`src/rtl/stage1_fetch_queue.sv`:
```
// Fetch stage: owns the PC, drives instruction memory, resolves redirects and buffers
// {instr, pc} pairs in a DEPTH-entry FIFO toward decode. Optional: LEGV8_FETCH_MISALIGN_TRAP_EN.
module stage1_fetch_queue #(
  parameter int unsigned           ADDR_W   = 64,
  parameter int unsigned           INSTR_W  = 32,
  parameter int unsigned           DEPTH    = 4,
  parameter logic [ADDR_W-1:0]     RESET_PC = '0,
  parameter int unsigned           PC_STEP  = 4
) (
  input  logic               clk_i,
  input  logic               reset_i,
  output logic [ADDR_W-1:0]  imem_addr_o,
  input  logic [INSTR_W-1:0] imem_rdata_i,
  input  logic               branch_flag_i,
  input  logic               zero_flag_i,
  input  logic               uncond_branch_flag_i,
  input  logic [ADDR_W-1:0]  branch_target_i,
  output logic               if_id_valid_o,
  input  logic               if_id_ready_i,
  output logic [INSTR_W-1:0] if_id_instr_o,
  output logic [ADDR_W-1:0]  if_id_pc_o,
  output logic               fetch_fault_o
);

  localparam int unsigned       PtrW     = (DEPTH > 1) ? $clog2(DEPTH) : 1;
  localparam int unsigned       CntW     = $clog2(DEPTH + 1);
  localparam logic [CntW-1:0]   DepthCnt = CntW'(DEPTH);
  localparam logic [ADDR_W-1:0] PcStep   = ADDR_W'(PC_STEP);

  logic [ADDR_W-1:0]  pc_q, pc_d;
  logic [PtrW-1:0]    rd_ptr_q, rd_ptr_d;
  logic [PtrW-1:0]    wr_ptr_q, wr_ptr_d;
  logic [CntW-1:0]    count_q, count_d;
  logic               fault_q, fault_d;
  logic [INSTR_W-1:0] instr_mem_q [DEPTH];
  logic [ADDR_W-1:0]  pc_mem_q    [DEPTH];

  logic               redirect;
  logic               pop;
  logic               push;
  logic               misaligned;
  logic [ADDR_W-1:0]  target_pc;

  always_comb begin
    redirect = (branch_flag_i & zero_flag_i) | uncond_branch_flag_i;
    pop      = (count_q != '0) & if_id_ready_i;
`ifdef LEGV8_FETCH_MISALIGN_TRAP_EN
    misaligned = (branch_target_i[1:0] != 2'b00);
    target_pc  = branch_target_i;
`else
    misaligned = 1'b0;
    target_pc  = branch_target_i & ~ADDR_W'(3);
`endif
    // A full queue can still accept a fetch when the head leaves on the same edge.
    push = ~redirect & ~fault_q & ((count_q != DepthCnt) | pop);
  end

  always_comb begin
    pc_d     = pc_q;
    rd_ptr_d = rd_ptr_q;
    wr_ptr_d = wr_ptr_q;
    count_d  = count_q;
    fault_d  = fault_q;
    if (redirect) begin
      rd_ptr_d = '0;
      wr_ptr_d = '0;
      count_d  = '0;
      fault_d  = fault_q | misaligned;
      if (!misaligned) begin
        pc_d = target_pc;
      end
    end else begin
      if (pop) begin
        rd_ptr_d = rd_ptr_q + PtrW'(1);
      end
      if (push) begin
        wr_ptr_d = wr_ptr_q + PtrW'(1);
        pc_d     = pc_q + PcStep;
      end
      case ({push, pop})
        2'b10:   count_d = count_q + CntW'(1);
        2'b01:   count_d = count_q - CntW'(1);
        default: count_d = count_q;
      endcase
    end
  end

  always_ff @(posedge clk_i or posedge reset_i) begin
    if (reset_i) begin
      pc_q     <= RESET_PC;
      rd_ptr_q <= '0;
      wr_ptr_q <= '0;
      count_q  <= '0;
      fault_q  <= 1'b0;
    end else begin
      pc_q     <= pc_d;
      rd_ptr_q <= rd_ptr_d;
      wr_ptr_q <= wr_ptr_d;
      count_q  <= count_d;
      fault_q  <= fault_d;
    end
  end

  // Storage needs no reset: outputs are masked whenever the queue is empty.
  always_ff @(posedge clk_i) begin
    if (push) begin
      instr_mem_q[wr_ptr_q] <= imem_rdata_i;
      pc_mem_q[wr_ptr_q]    <= pc_q;
    end
  end

  always_comb begin
    imem_addr_o   = pc_q;
    if_id_valid_o = (count_q != '0);
    if_id_instr_o = if_id_valid_o ? instr_mem_q[rd_ptr_q] : '0;
    if_id_pc_o    = if_id_valid_o ? pc_mem_q[rd_ptr_q] : '0;
    fetch_fault_o = fault_q;
  end

endmodule

```
`config.mk`:
```
export PLATFORM = sky130hd
export DESIGN_NAME = stage1_fetch_queue
export DESIGN_NICKNAME = d
export VERILOG_FILES = /design/src/rtl/stage1_fetch_queue.sv
export SDC_FILE = /design/constraint.sdc
export NUM_CORES = 1
export LEC_CHECK = 0
export CORE_UTILIZATION = 45
export CTS_CLUSTER_DIAMETER = 60
export DETAILED_ROUTE_END_ITERATION = 8
export GPL_ROUTABILITY_DRIVEN = 0
export PLACE_DENSITY = 0.82
export RECOVER_POWER = 25
export SYNTH_ARGS = -nofsm -noshare
export SYNTH_HDL_FRONTEND = slang
export SYNTH_SLANG_ARGS = --single-unit
```
`constraint.sdc`:
```
create_clock -name clk_i -period 3.4 [get_ports clk_i]
set_input_delay 0.68 -clock clk_i [delete_from_list [all_inputs] [get_ports clk_i]]
set_output_delay 0.68 -clock clk_i [all_outputs]
set_load 0.02 [all_outputs]
```
==> results.tsv <==
metric	value	unit
slew_headroom	0.5106	
hold_path.class	input pin to asynchronous set/reset pin	
drv_cap	0	
grt_overflow	0	
p_int	10.68	mW
worstPathArrival	2.65	ns
die_area	0.04132	mm²
initial_core_util	0.4578	
path_buf_inv	4	
clockBufferDepth	3	
synth_edf_count	376	
wl_per_cell	22.21	µm
p_total	14.36	mW
finClkSkew	0.01469	ns
dp_hpwl	26.47	mm
outcome	complete, no violations	
ys_types	46	
leakage	8.133	nW
antenna_left	0	
pwr-share-comb	0.176	
layout-drive-gt1-share	0.1731	
clkSlewWorstSetupHoldPaths	0.06	ns
yosysTopAreaCell	edfxtp_1	
synthArstFlopShare	0.1551	
synth_seq_cells	445	
final-setup-viol-count	0	
cts_hold_buf	0	
setup-tns-final	0	ns
clkPwrFrac	0.371	
power_switching	3.684	mW
cpMostUsedCell	buf_4	
reg2reg_slack	0.75	ns
die_h	203.3	µm
areaGrowthSynthToFinish	29.03	%
max-vdd-ir-drop	0.3974	mV
clk_latency	0.58	ns
crit_chain	buf_12, buf_4, buf_4, mux4_2, and2_1, clkdlybuf4s50_1	
seqPwrFrac	0.453	
synth_ff_type	edfxtp_1	
worst_hold_slack	0.5280	ns
fin_area	0.02353	mm²
fin_util	0.5907	
rsz0062_at_grt	no	
grt_max_degree	66	
core	0.03982	mm²
cp.required	2.72	ns
die_w	203.3	µm
fin_crit	3.333	ns
cp_slowest_cell	clkdlybuf4s50_1	
antenna_found_initial	4	
drc	0	
crit_type	flip-flop to output pin	
synth_area	0.01823	mm²
slowest_delay	0.54	ns
drtPass1Iterations	5	
pin_count	264	
rows	73	
nets	1486	
syn_inst	1076	
worstSetupEndpointType	output pin	
ctsRootBufferMaster	clkbuf_16	
routed_wirelength	43.15	mm
numCtsBuffers	46	
swShare	0.2566	
finalCritPeriodShare	0.9802	
placed_cell_area	0.02170	mm²
powerDensity	610.4	mW/mm²
htreeDepth	2	
vias	10908	
crit_fanout	6	
grt_util_all_layers	0.2129	
critPathLaunchType	flip-flop	
synth_seq_area_share	0.7140	
cts_tree	built	
cp_top_family	buffers and inverters	
synth_area_leaders	edfxtp_1 62%, mux4_2 12%, dfrtp_1 9.5%, and2_1 3.3%, o21ai_0 1.3%	
portBuffers	256	
hold_viol	0	
grt_pass1_vias	11368	
synth_top_area_frac	0.6193	
slew_viol_final	0	
grt_pass1_wl	65.69	mm
vias_per_cell	5.614	
syn_avg_cell_area	16.94	µm²
drt_iter0_markers	824	
clock-sinks	445	
max_freq	300.0	MHz
tightest_slew	0.7332	ns
synth_warnings	0	
## timing repair
item / 4_1_cts / 5_1_grt
setup buffers: 7 / 14
endpoints found under the setup margin: 88 / 29
resized for setup: 19 / 18
## synthesized netlist by cell type, drive strengths merged, types with 7 or more instances
cell type,number
inv,8
nand4,23
and3,9
or3,22
nor4,7
a31oi,32
o31ai,12
clkbuf,41
or4,14
nor2,51
nor3,8
xnor2,14
and2,95
o21ai,49
xor2,18
buf,20
edfxtp,376
mux4,94
dfrtp,69
nand3,26
nand2,61
## metrics by stage
stage | instances | setup WS, ns
6_report | 1943 | 0.06719
5_1_grt | 1942 | 0.003983
4_1_cts | 1926 | 0.003115
3_5_place_dp | 1834 | 0.3419
3_3_place_gp | 1834 | 0.3911
2_1_floorplan | 1080 | 0.4099
## layer usage
metal,share of wire,global-route usage,vias up
li1,-,-,4821
met1,0.40,0.2746,5579
met2,0.50,0.3563,424
met3,0.069,0.04490,82
met4,0.024,0.07814,2
met5,0.00039,0,-
## worst reg2reg max path, stage by stage (launching register included)
cell      delay [ns]
dfrtp_1         0.54
nand3_1         0.21
nor4_1          0.61
nand4b_4        0.34
buf_4           0.31
or3_1           0.37
a31oi_1         0.19
## layout by cell type (no fill, tap or decap), drive strengths merged, types with 3 or more instances in the layout
master / synthesis / final
clkbuf: 41 / 58
diode: 0 / 3
nand2: 61 / 61
conb: 1 / 5
dfrtp: 69 / 69
clkdlybuf4s50: 0 / 204
dlygate4sd2: 0 / 18
buf: 20 / 52
mux4: 94 / 94
dlygate4sd3: 0 / 16
o21ai: 49 / 49
clkinv: 0 / 17
xnor2: 14 / 14
a21oi: 5 / 5
inv: 8 / 11
or3: 22 / 22
o31ai: 12 / 12
nand3: 26 / 26
edfxtp: 376 / 376
ha: 5 / 5
bufinv: 0 / 7
nor4: 7 / 7
nor3: 8 / 8
nand4: 23 / 23
xor2: 18 / 18
dlymetal6s2s: 0 / 18
nor2: 51 / 51
clkinvlp: 0 / 3
and3: 9 / 9
or4: 14 / 14
and2: 95 / 95
a31oi: 32 / 32
## final cells by class
type                            count  area, µm²
Fill cell                        2985      16300
Sequential cell                   445      13030
Multi-Input combinational cell    566       4969
Timing Repair Buffer              311       3203
Clock buffer                       55       1256
Tap cell                          525      656.9
Clock inverter                     30      376.6
Inverter                            8      31.28
Antenna cell                        3      7.507
## worst paths after layout
path	startpoint	end	cells after the start
max in group asynchronous	reset_i	rd_ptr_q[0]	3
worst max-delay path	rd_ptr_q[0]	if_id_pc_o[54]	6
worst min-delay path	reset_i	imem_addr_o[6]	2
worst max register to register	imem_addr_o[20]	imem_addr_o[43]	6
min in group clk_i	wr_ptr_q[1]	wr_ptr_q[1]	2
worst min register to register	wr_ptr_q[1]	wr_ptr_q[1]	2
## flip-flops by register name, summed over array words and instances, names as in the netlist
register	flops
count_q	3
imem_addr_o	62
instr_mem_q	128
pc_mem_q	248
rd_ptr_q	2
wr_ptr_q	2
## logic make-up after synthesis
group,share of synthesized area
AO/OA/AOI/OAI,0.03212
AND/OR/NAND/NOR,0.1013
multiplexers,0.1161
other,0.0002057
flip-flops,0.7140
buffers and inverters,0.01640
XOR/XNOR,0.01537
adder cells (fa/ha/maj),0.004529
## power groups by stage
stage               clock network, mW  logic, mW  registers (mW)
floorplan                           0       1.25            6.64
global placement                    0       2.49            6.60
detailed placement                  0       2.52            6.64
CTS                              5.43       2.54            6.51
global route                     5.63       2.69            6.55
finish                           5.32       2.52            6.51
Note: power is estimated with default switching activity, not from simulation.
